File: src/rtl/uart_pkg.sv
// Shared definitions for the UART receive path: FSM state type, byte width
// and helpers that derive counter/pointer widths from the block parameters.
package uart_pkg;

    localparam int DATA_W           = 8;
    localparam int BIT_IDX_W        = 3;
    localparam int DEF_CLKS_PER_BIT = 208;
    localparam int DEF_FIFO_DEPTH   = 4;

    // Explicit encodings keep the state values stable for waveform decoding.
    typedef enum logic [2:0] {
        IDLE  = 3'd0,
        START = 3'd1,
        DATA  = 3'd2,
        STOP  = 3'd3,
        BREAK = 3'd4
    } uart_rx_state_t;

    // Width of the bit timer that counts down from CLKS_PER_BIT-1.
    function automatic int cnt_width(input int clks_per_bit);
        return (clks_per_bit <= 2) ? 1 : $clog2(clks_per_bit);
    endfunction

    // Width of the FIFO read/write pointers.
    function automatic int ptr_width(input int depth);
        return (depth <= 2) ? 1 : $clog2(depth);
    endfunction

endpackage

File: src/rtl/uart_rx_fifo.sv
// Small power-of-two FIFO. Pointers wrap modulo DEPTH; a separate count one
// bit wider tells full from empty. A push while full is ignored unless a pop
// happens in the same cycle, in which case both take effect. rdata reads 0
// while empty so the head never exposes stale storage.
module uart_rx_fifo
    import uart_pkg::*;
#(
    parameter int DEPTH = DEF_FIFO_DEPTH,
    parameter int WIDTH = DATA_W
) (
    input  logic             clk,
    input  logic             rst_n,
    input  logic             push,
    input  logic [WIDTH-1:0] wdata,
    input  logic             pop,
    output logic [WIDTH-1:0] rdata,
    output logic             empty,
    output logic             full
);

    localparam int PTR_W   = ptr_width(DEPTH);
    localparam int COUNT_W = PTR_W + 1;

    logic [WIDTH-1:0]   r_mem [DEPTH];
    logic [PTR_W-1:0]   r_wr_ptr;
    logic [PTR_W-1:0]   r_rd_ptr;
    logic [COUNT_W-1:0] r_count;

    logic w_do_push;
    logic w_do_pop;

    assign empty     = (r_count == '0);
    assign full      = (r_count == COUNT_W'(DEPTH));
    assign w_do_pop  = pop && !empty;
    assign w_do_push = push && (!full || w_do_pop);
    assign rdata     = empty ? '0 : r_mem[r_rd_ptr];

    // Storage write; contents need no reset because empty masks the head.
    always_ff @(posedge clk) begin
        if (w_do_push) begin
            r_mem[r_wr_ptr] <= wdata;
        end
    end

    // Pointer and occupancy bookkeeping.
    always_ff @(posedge clk or negedge rst_n) begin
        if (!rst_n) begin
            r_wr_ptr <= '0;
            r_rd_ptr <= '0;
            r_count  <= '0;
        end else begin
            if (w_do_push) begin
                r_wr_ptr <= r_wr_ptr + 1'b1;
            end
            if (w_do_pop) begin
                r_rd_ptr <= r_rd_ptr + 1'b1;
            end
            case ({w_do_push, w_do_pop})
                2'b10:   r_count <= r_count + 1'b1;
                2'b01:   r_count <= r_count - 1'b1;
                default: r_count <= r_count;
            endcase
        end
    end

endmodule

File: src/rtl/uart_rx.sv
// 8N1 UART receiver: two-flop input synchronizer, mid-bit sampling bit timer,
// framing FSM, sticky error flags and a byte FIFO toward the system bus.
//
// Handshake: a byte transfers on every rising clk edge where valid && ready.
// valid/data come straight from registered FIFO state, so neither depends
// combinationally on ready; data is only meaningful while valid is high.
module uart_rx
    import uart_pkg::*;
#(
    parameter int CLKS_PER_BIT = DEF_CLKS_PER_BIT,
    parameter int FIFO_DEPTH   = DEF_FIFO_DEPTH
) (
    input  logic              clk,
    input  logic              power_on_reset_n,
    input  logic              rx,
    output logic [DATA_W-1:0] data,
    output logic              valid,
    input  logic              ready,
    output logic              framing_error,
    output logic              overrun,
    input  logic              clear_errors,
    output uart_rx_state_t    o_dbg_state
);

    localparam int CNT_W = cnt_width(CLKS_PER_BIT);
    // First wait lands on the middle of the start bit, later waits are one bit.
    localparam logic [CNT_W-1:0] HALF_LOAD = CNT_W'(CLKS_PER_BIT / 2 - 1);
    localparam logic [CNT_W-1:0] FULL_LOAD = CNT_W'(CLKS_PER_BIT - 1);

    logic                 r_sync1;
    logic                 r_rxs;
    uart_rx_state_t       r_state;
    logic [CNT_W-1:0]     r_cnt;
    logic [BIT_IDX_W-1:0] r_bit_idx;
    logic [DATA_W-1:0]    r_shift;
    logic                 r_framing_error;
    logic                 r_overrun;

    logic              w_expire;
    logic              w_stop_sample;
    logic              w_push;
    logic              w_pop;
    logic              w_fe_set;
    logic              w_ovr_set;
    logic              w_fifo_empty;
    logic              w_fifo_full;
    logic [DATA_W-1:0] w_fifo_rdata;

    assign w_expire      = (r_cnt == '0);
    assign w_stop_sample = (r_state == STOP) && w_expire;
    assign w_push        = w_stop_sample && r_rxs;
    assign w_fe_set      = w_stop_sample && !r_rxs;
    assign w_pop         = valid && ready;
    // A full FIFO only drops the byte when nothing leaves in the same cycle.
    assign w_ovr_set     = w_push && w_fifo_full && !w_pop;

    assign valid         = !w_fifo_empty;
    assign data          = w_fifo_rdata;
    assign framing_error = r_framing_error;
    assign overrun       = r_overrun;
    assign o_dbg_state   = r_state;

    // Bring the asynchronous pin into the clk domain; idle level is 1.
    always_ff @(posedge clk or negedge power_on_reset_n) begin
        if (!power_on_reset_n) begin
            r_sync1 <= 1'b1;
            r_rxs   <= 1'b1;
        end else begin
            r_sync1 <= rx;
            r_rxs   <= r_sync1;
        end
    end

    // Framing FSM with bit timer: sample start, 8 data bits LSB first, stop.
    always_ff @(posedge clk or negedge power_on_reset_n) begin
        if (!power_on_reset_n) begin
            r_state   <= IDLE;
            r_cnt     <= '0;
            r_bit_idx <= '0;
            r_shift   <= '0;
        end else begin
            case (r_state)
                IDLE: begin
                    if (!r_rxs) begin
                        r_cnt   <= HALF_LOAD;
                        r_state <= START;
                    end
                end
                START: begin
                    if (w_expire) begin
                        if (!r_rxs) begin
                            r_cnt     <= FULL_LOAD;
                            r_bit_idx <= '0;
                            r_state   <= DATA;
                        end else begin
                            // Line went back high before mid-start: a glitch.
                            r_state <= IDLE;
                        end
                    end else begin
                        r_cnt <= r_cnt - 1'b1;
                    end
                end
                DATA: begin
                    if (w_expire) begin
                        r_shift[r_bit_idx] <= r_rxs;
                        r_cnt              <= FULL_LOAD;
                        if (r_bit_idx == BIT_IDX_W'(DATA_W - 1)) begin
                            r_state <= STOP;
                        end else begin
                            r_bit_idx <= r_bit_idx + 1'b1;
                        end
                    end else begin
                        r_cnt <= r_cnt - 1'b1;
                    end
                end
                STOP: begin
                    if (w_expire) begin
                        // Re-arm half a bit early so back-to-back frames work.
                        r_state <= r_rxs ? IDLE : BREAK;
                    end else begin
                        r_cnt <= r_cnt - 1'b1;
                    end
                end
                BREAK: begin
                    // A held-low line must rise before another start counts.
                    if (r_rxs) begin
                        r_state <= IDLE;
                    end
                end
                default: begin
                    r_state <= IDLE;
                end
            endcase
        end
    end

    // Sticky error flags; a new event wins over a simultaneous clear.
    always_ff @(posedge clk or negedge power_on_reset_n) begin
        if (!power_on_reset_n) begin
            r_framing_error <= 1'b0;
            r_overrun       <= 1'b0;
        end else begin
            if (w_fe_set) begin
                r_framing_error <= 1'b1;
            end else if (clear_errors) begin
                r_framing_error <= 1'b0;
            end
            if (w_ovr_set) begin
                r_overrun <= 1'b1;
            end else if (clear_errors) begin
                r_overrun <= 1'b0;
            end
        end
    end

    uart_rx_fifo #(
        .DEPTH (FIFO_DEPTH),
        .WIDTH (DATA_W)
    ) u_fifo (
        .clk   (clk),
        .rst_n (power_on_reset_n),
        .push  (w_push),
        .wdata (r_shift),
        .pop   (w_pop),
        .rdata (w_fifo_rdata),
        .empty (w_fifo_empty),
        .full  (w_fifo_full)
    );

endmodule
File: config.mk
export PLATFORM = sky130hd
export DESIGN_NAME = uart_rx
export DESIGN_NICKNAME = d
export VERILOG_FILES = /design/src/rtl/uart_pkg.sv /design/src/rtl/uart_rx_fifo.sv /design/src/rtl/uart_rx.sv
export SDC_FILE = /design/constraint.sdc
export NUM_CORES = 1
export LEC_CHECK = 0
export CAP_MARGIN = 20
export CORE_AREA = 2 2 85 87
export CTS_CLUSTER_DIAMETER = 80
export DETAILED_ROUTE_END_ITERATION = 10
export DIE_AREA = 0 0 87 89
export HOLD_SLACK_MARGIN = 0.05
export PLACE_DENSITY_LB_ADDON = 0.08
export RECOVER_POWER = 100
export SLEW_MARGIN = 20
export SYNTH_ARGS = -nofsm -noshare
export SYNTH_HDL_FRONTEND = slang
export SYNTH_SLANG_ARGS = --single-unit
File: constraint.sdc
create_clock -name clk -period 3.36 [get_ports clk]
set_clock_uncertainty 0.15 [all_clocks]
set_input_delay 0.672 -clock clk [delete_from_list [all_inputs] [get_ports clk]]
set_output_delay 0.672 -clock clk [all_outputs]
set_load 0.01 [all_outputs]
# Yosys cells after proc, flatten, opt, wreduce, memory -nomap -nowiden
# Memory sizes are Yosys's and may differ from the RTL's.
# Index checks and enable logic that the tools add are counted.
# W data, S select, Z words.
[classes] n_addsub=6 mul=0 div_mod_pow=0 n_lt_le_gt_ge=2 eq_ne=18 n_shift=0 muxes=30 bitwise_logic=0 n_reduce_logical=26
[op_table] operator="$mux W8" count=6
[op_table] operator="$mux W3" count=11
[op_table] operator="$pmux W8 S4" count=1
[op_table] operator="$ne A2 B2 Y1 const B" count=9
[op_table] operator="$pmux W3 S5" count=1
[op_table] operator="$pmux W3 S2" count=2
[op_table] operator="$eq A3 B3 Y1 const B" count=3
[op_table] operator="$logic_and A1 B1 Y1" count=9
[op_table] operator="$bwmux W8" count=1
[op_table] operator="$logic_not A8 Y1" count=1
[op_table] operator="$reduce_bool A2 Y1" count=4
[op_table] operator="$sub A8 B1 Y8 const B" count=1
[op_table] operator="$add A3 B1 Y3 const B" count=2
[op_table] operator="$eq A3 B2 Y1 const B" count=2
[op_table] operator="$logic_not A3 Y1" count=2
[op_table] operator="$mux W1" count=6
[op_table] operator="$reduce_and A6 Y1" count=1
[op_table] operator="$reduce_and A5 Y1" count=1
[op_table] operator="$add A2 B1 Y2 const B" count=2
[op_table] operator="$logic_not A1 Y1" count=4
[op_table] operator="$lt A3 B4 Y1 const B" count=1
[op_table] operator="$reduce_and A4 Y1" count=1
[op_table] operator="$reduce_bool A4 Y1" count=1
[op_table] operator="$demux W1 S3" count=1
[op_table] operator="other kinds (9)" count=9
[totals] reg_bits=33 latch_bits=0 ram_bits=32 romBits=0 in_bits=5 output_inout_bits=14 word_cells=94 n_memories=1
[mem_list] memory="u_fifo.r_mem" words=4 word_bits=8 read_ports=1 rd_ports_with_merged_regs=0 write_ports=1 line_no="uart_rx_fifo.sv:24" text="logic [WIDTH-1:0] r_mem [DEPTH];"

# Longest topological paths before layout
# Gate-level depths: netlist of the first run.
[depth] depth_word=8 ltp_mapped=13 ltp_nobuf=12

# Hierarchy
# Synthesis of the first run repeated with hierarchy kept, for this count alone.
[unflattened] hier_cells=249 area_unflattened_um2=3164.3
[modules_own_cells] mod="uart_rx_fifo" instances=1 cells_each=105 area_per_inst_um2=1731.7 seq_area_each_um2=1136.1
[modules_own_cells] mod="uart_rx" instances=1 cells_each=144 area_per_inst_um2=1432.6 seq_area_each_um2=653.1

# Worst setup path after synthesis of the first run
# No wires, ideal clock.
[synth_timing] path_type="input port to flip-flop" start="in ready" end="reg u_fifo.r_count[2]" setup_ns=0.079 t_arrival_ns=2.472 required_time_ns=3.131 slack_ns=0.659 path_stages=10 n_path_buf=1 cell_sequence="or4b_1 -> and4_1 -> buf_4 -> inv_1 -> ha_1 -> inv_1 -> fa_1 -> xor2_1 -> nor2_1 -> xor2_1"
[synth_via] elab_chain_len=6 word_cells_on_any_way=8 classes_between="eq/ne: 2; mux: 1; reduce/logical: 5"
[synth_lines] element="from (decl)" line_no="uart_rx.sv:18" text="input logic ready,"
[synth_lines] element="$logic_and A1 B1 Y1 *" line_no="uart_rx.sv:53" text="assign w_pop = valid && ready;"
[synth_lines] element="$logic_and A1 B1 Y1 *" line_no="uart_rx_fifo.sv:34" text="assign w_do_pop = pop && !empty;"
[synth_lines] element="$logic_or A1 B1 Y1" line_no="uart_rx_fifo.sv:35" text="assign w_do_push = push && (!full || w_do_pop);"
[synth_lines] element="$logic_and A1 B1 Y1" line_no="uart_rx_fifo.sv:35"
[synth_lines] element="$eq A2 B1 Y1 / $eq A2 B2 Y1 (equally long branches)" line_no="uart_rx_fifo.sv:58" text="case ({w_do_push, w_do_pop})"
[synth_lines] element="$pmux W3 S2 / $reduce_bool A2 Y1 (equally long branches)"
[synth_lines] element="to (signal assigned)" line_no="uart_rx_fifo.sv:59" text="2'b10: r_count <= r_count + 1'b1;"
[synth_lines] element="to (signal assigned)" line_no="uart_rx_fifo.sv:60" text="2'b01: r_count <= r_count - 1'b1;"
[synth_lines] element="to (signal assigned)" line_no="uart_rx_fifo.sv:61" text="default: r_count <= r_count;"
[synth_lines] element="to (decl)" line_no="uart_rx_fifo.sv:27" text="logic [COUNT_W-1:0] r_count;"
# Every way passes the cells marked *; elsewhere a longest branch is shown, timed or not.
# A chain may end at the register's enable or synchronous reset.

# Final worst setup path of the first run
[layout_timing] start="reg u_fifo.r_rd_ptr[0]" end="out data[5]"
[layout_via] elab_chain_len=2
[layout_lines] element="from (decl)" line_no="uart_rx_fifo.sv:26" text="logic [PTR_W-1:0] r_rd_ptr;"
[layout_lines] element="from (signal assigned)" line_no="uart_rx_fifo.sv:56" text="r_rd_ptr <= r_rd_ptr + 1'b1;"
[layout_lines] element="$mem_v2 Z4 W8"
[layout_lines] element="$mux W8" line_no="uart_rx_fifo.sv:36" text="assign rdata = empty ? '0 : r_mem[r_rd_ptr];"
[layout_lines] element="to (decl)" line_no="uart_rx.sv:16" text="output logic [DATA_W-1:0] data,"
# No other way between the ends.

==> results of run 1 <==
## synthesized netlist by cell type (4+ instances only)
library cell  instances  area, um^2
nand3_1               8        40.0
nor2_1               10        37.5
a21oi_1               7        35.0
mux2_2                4        45.0
nor3_1                5        25.0
ha_1                  8         100
inv_1                13        48.8
mux2_1                6        67.6
edfxtp_1             32         961
and2_1               13        81.3
mux2i_1               4        40.0
o21ai_0               5        25.0
nand2_1               7        26.3
mux4_2                8         180
clkbuf_1              4        15.0
dfrtp_1              31         776
## kinds of logic after synthesis
family	Yosys count	share of synthesized area [%]
xor gates and xnor gates	6	1.75
and+or+nand+nor	63	12.7
DFF	65	59.5
muxes	22	11.1
adders and majority gates	9	3.99
AOI/OAI and AO/OA	33	8.15
buffers and inverters	21	2.87
## final cells by class
class / count / area [um^2]
multi-input combinational: 133 / 1090
timing repair buffer: 23 / 206
inverter: 13 / 48.8
clock inverter: 7 / 71.3
tap: 80 / 100
clock buffer: 9 / 124
sequential: 65 / 1790
fill: 595 / 3290
## power breakdown
| part | internal, mW | total (mW) | switching, mW | leakage [nW] |
|---|---|---|---|---|
| registers | 0.864 | 0.939 | 0.0748 | 0.779 |
| logic | 0.102 | 0.176 | 0.0740 | 0.539 |
| clock network | 0.342 | 0.647 | 0.305 | 0.103 |
| total | 1.31 | 1.76 | 0.454 | 1.42 |
## registers in the layout, summed over array words and instances, names as in the netlist
register         cells
u_fifo.r_count       3
o_dbg_state          3
r_shift              8
u_fifo.r_wr_ptr      2
r_cnt                8
overrun              1
r_bit_idx            3
framing_error        1
r_rxs                1
u_fifo.r_mem        32
u_fifo.r_rd_ptr      2
r_sync1              1
## metrics by stage
step           area, um^2  setup WS (ns)  util, %  hold slack, ns
5_1_grt              3430          0.136     51.1           0.216
2_1_floorplan        3010          0.659        -           0.195
6_report             3430          0.273     51.1           0.209
3_3_place_gp         3290          0.329     48.9           0.195
4_1_cts              3480          0.217     51.8           0.211
3_5_place_dp         3290          0.274     48.9           0.201
## worst reg2reg max path, cell delays in order (launching register included)
cell	delay [ns]
dfrtp_1	0.44
nor4_1	0.77
o2111ai_1	0.39
a221oi_1	0.64
mux2_1	0.38
## metal layers
metal	GRT usage, %	share of wire [%]	routed length (um)	up-vias
li1	-	-	-	875
met1	20.5	46	2520	881
met2	26.4	49	2670	26
met3	3.51	2.6	140	11
met4	9.66	2.2	121	0
met5	0	0	0	-
## final timing paths
kind	start	end	slack (ns)	cells past startpoint
hold reg to reg	r_sync1	r_rxs	0.21	0
min in group asynchronous	power_on_reset_n	r_cnt[3]	1.22	2
setup reg to reg	r_cnt[4]	r_bit_idx[0]	0.47	4
hold / removal	r_sync1	r_rxs	0.21	0
setup / recovery	u_fifo.r_rd_ptr[0]	data[5]	0.27	3
max in group asynchronous	power_on_reset_n	r_shift[1]	0.79	2
==> run metrics, run 1 <==
grt total ovfl 0; GRT Total Usage 16.4%; clk buf depth 2; clock transition at the registers of the reported paths 0.08 ns; Critical path buffers and inverters 1; Slew headroom -22.1%; Most used DFF post-synth edfxtp_1; Post-Syn Nets 233; final setup vio count 0; vias per inst 5.43; commonest non-fill, non-tap cell in the layout edfxtp_1; Post-synth ARST share 50.8%; Ports 19; Final Cycle Share 91.9%; final net count 259; Tmin final 3.09 ns; final slew viol count 34; Seq/Total Area, Yosys 59.5%; Die Span X 87 um; average cell area after synthesis 13.7 um^2; Syn. warnings 0; FP Rows 30; CP Max Fanout 9; htree depth 3; Skew-Pair Late Insertion Delay 0.35 ns; status finished, violations left; Starting Density 44.8%; wire per inst 16.5 um; layout cell share with drive strength beyond 1 14.0%; EDFF count, synth 32; I/O Buffers 18; pin count of the biggest net entering global routing 34; RSZ-0062 raised after global routing no; Cell Count, Final, Fillers Out 330; first-pass GRT wire length 9.28 mm; Peak VDD IR 0.000182 V; Power, Total 1.76 mW; Fmax 324 MHz; total core area 6720 um^2; PostCTS Resize Cnt 0; CP Class reg2out; routability cong. 0.852; Synth cell types 54; TNS Setup 0 ns; die area 7740 um^2; DRC viols 0; P per Cell Area 513 nW/um^2; #FFs+latches synth 65; Post-Synthesis Cells 219; max_cap viols 1; root buffer cell clkbuf_8; CP max-delay cell dfrtp_1; Mapped Area 3010 um^2; DRT antenna net count 0; worst path required time 2.54 ns; Worst Setup End Kind output port; initial antenna violation count 0; DP Wirelength 3.75 mm; most frequent cells in the layout 32 x edfxtp_1, 31 x dfrtp_1, 13 x inv_1; Slew @ Worst Pin 1.83 ns; Post-CTS Setup Inserts 0; drt pass-1 iters 4; crit-path leading delay family flip-flops; Die Height 89 um; placed instance count 314; CP peak stage delay 0.70 ns; startpoint types register; critical path arrival 2.26 ns; CTS tree done; Hold Crit Class reg2reg; Final Hold Viols 0; Iteration-0 DRC Markers 54; routed via count 1,793; DRT Wirelength 5.45 mm; failing checks max-capacitance violations, max-slew violations; vias in the first global route 1,817; Pleak 1.42 nW; Num Clock Sinks 65; CTS Hold Buffers Added 0; Area Growth Syn to Fin 14.1%; CTS Buf Count 9; cells along the critical path mux4_2 > and2_1 > clkdlybuf4s50_1; n_diodes 0
Note: power is estimated with default switching activity, not from simulation.
==> run 2, diff against run 1 <==
--- a/config.mk
+++ b/config.mk
@@ -7,6 +7,7 @@
 export LEC_CHECK = 0
 export CAP_MARGIN = 20
 export CORE_AREA = 2 2 85 87
+export CTS_BUF_LIST = sky130_fd_sc_hd__clkbuf_16
 export CTS_CLUSTER_DIAMETER = 80
 export DETAILED_ROUTE_END_ITERATION = 10
 export DIE_AREA = 0 0 87 89
==> run 2 against run 1 <==
Compared with the run above: the flow still finishes with violations (max-capacitance violations, max-slew violations); final cell count did not move; final area rose by 3.0%; wire length fell by 1.3%; worst setup slack improved by 0.048 ns; critical path depth did not move; critical endpoint is now data[2]; highest routed layer unchanged.
==> run metrics, run 2 (same netlist as run 1, synthesis figures left out) <==
die area 7740 um^2 (unchanged); final net count 259 (unchanged); vias per inst 5.42 (-0.17%); pin count of the biggest net entering global routing 34 (unchanged); total core area 6720 um^2 (unchanged); critical path arrival 2.22 ns (-0.04 ns); max_cap viols 1 (unchanged); DP Wirelength 3.75 mm (unchanged); initial antenna violation count 0 (unchanged); worst path required time 2.54 ns (about the same); Setup WS post-layout 0.321 ns (+0.0477 ns); Seq pwr share 46.7% (-6.6 points); htree depth 3 (unchanged); DRC viols 0 (unchanged); Slew @ Worst Pin 1.85 ns (+0.0184 ns); Sw Ratio 23.5% (-2.3 points); CP Class reg2out; Logic pwr share 8.7% (-1.3 points); Hold Crit Class reg2reg; Worst Hold Slack 0.210 ns (+0.00115 ns); Final Hold Viols 0 (unchanged); CTS tree done; PostCTS Resize Cnt 0 (unchanged); Power, Total 2.01 mW (+14%); Tmin final 3.04 ns (-0.0477 ns); status finished, violations left; CTS Buf Count 9 (unchanged); clock power share 44.6% (+7.9 points); wire per inst 16.3 um (-1.3%); P per Cell Area 570 nW/um^2 (+11%); first-pass GRT wire length 9.29 mm (about the same); I/O Buffers 18 (unchanged); Fillers 582 (-2.2%); GRT Total Usage 16.1% (-0.31 points); Finished Core Util 52.6% (+1.5 points); RSZ-0062 raised after global routing no; multi-input logic area 1090 um^2 (unchanged); TNS Setup 0 ns (unchanged); DRT Wirelength 5.38 mm (-1.3%); failing checks max-capacitance violations, max-slew violations; Die Height 89 um (unchanged); largest registers u_fifo.r_mem (32), r_cnt (8), r_shift (8); Ports 19 (unchanged); Setup Slack @ Placement 0.274 ns (unchanged); Internal Power 1.54 mW (+18%); vias in the first global route 1,816 (-0.055%); routed via count 1,790 (-0.17%); Psw 0.473 mW (+4.2%); layout cell share with drive strength beyond 1 14.0% (unchanged); Final Cycle Share 90.4% (-1.4 points); root buffer cell clkbuf_16; clock transition at the registers of the reported paths 0.06 ns (-0.02 ns); Worst Setup End Kind output port; Fmax 329 MHz (+1.6%); DRT antenna net count 0 (unchanged); CTS Hold Buffers Added 0 (unchanged); startpoint types register; most frequent cells in the layout 32 x edfxtp_1, 31 x dfrtp_1, 13 x inv_1; Post-CTS Setup Inserts 0 (unchanged); max reg flops 32 (unchanged); Slew headroom -23.4% (-1.2 points); Iteration-0 DRC Markers 70 (+30%); final slew viol count 34 (unchanged); drt pass-1 iters 4 (unchanged); Peak VDD IR 0.000324 V (+78%); clk buf depth 2 (unchanged); commonest non-fill, non-tap cell in the layout edfxtp_1; n_diodes 0 (unchanged); routability cong. 0.852 (unchanged); CP Max Fanout 9 (unchanged); Num Clock Sinks 65 (unchanged); Die Span X 87 um (unchanged); Skew-Pair Late Insertion Delay 0.32 ns (-0.03 ns); Pleak 1.47 nW (+3.3%); FP Rows 30 (unchanged); Seq. cell area 1790 um^2 (unchanged); Reg with most FFs u_fifo.r_mem; grt total ovfl 0 (unchanged); Starting Density 44.8% (unchanged); final setup vio count 0 (unchanged); Area Growth Syn to Fin 17.5%
==> run 2: cell count changes in the layout (fill, tap and decap cells not counted), sizes merged <==
cell and delta:
dlygate4sd3 +1, clkdlybuf4s50 -1
==> run 2: critical path, stage by stage, from the launching register on <==
cell             delay, ns
dfrtp_1               0.69
mux4_2                0.58
and2_1                0.16
clkdlybuf4s50_1       0.46
==> run 2: power by group through the flow <==
stage	registers (mW)	clock network (mW)	logic (mW)
3_3_place_gp	0.959	0	0.178
3_5_place_dp	0.959	0	0.186
4_1_cts	0.945	0.926	0.185
5_1_grt	0.954	0.962	0.202
2_1_floorplan	0.895	0	0.179
6_report	0.940	0.897	0.176
==> run 2: final timing paths <==
kind,end,cells after the start,slack [ns],startpoint
min reg2reg,r_rxs,0,0.21,r_sync1
max reg2reg,r_bit_idx[0],4,0.49,r_cnt[4]
max in group asynchronous,r_shift[0],2,0.74,power_on_reset_n
max,data[2],3,0.32,u_fifo.r_rd_ptr[0]
min,r_rxs,0,0.21,r_sync1
min in group asynchronous,o_dbg_state[0],2,1.25,power_on_reset_n
==> run 2: layout make-up <==
type	instances	share of cell area (%)
Sequential cell	65	50.6
Inverter	13	1.38
Clock buffer	9	6.37
Multi-Input combinational cell	133	30.9
Clock inverter	7	2.02
Tap cell	80	2.83
Timing Repair Buffer	23	5.84
==> run 2: per-stage QoR <==
step,std cells,area [um^2]
2_1_floorplan,219,3010
3_3_place_gp,314,3290
3_5_place_dp,314,3290
4_1_cts,330,3580
5_1_grt,330,3530
6_report,330,3530
==> run 2: per-layer routing <==
layer / GRT usage [%] / share of wire [%] / wire length, um
met3: 5.17 / 2.9 / 156
met1: 20.4 / 46 / 2480
met5: 0 / 0 / 0
met2: 26.9 / 50 / 2710
met4: 4.12 / 0.54 / 29
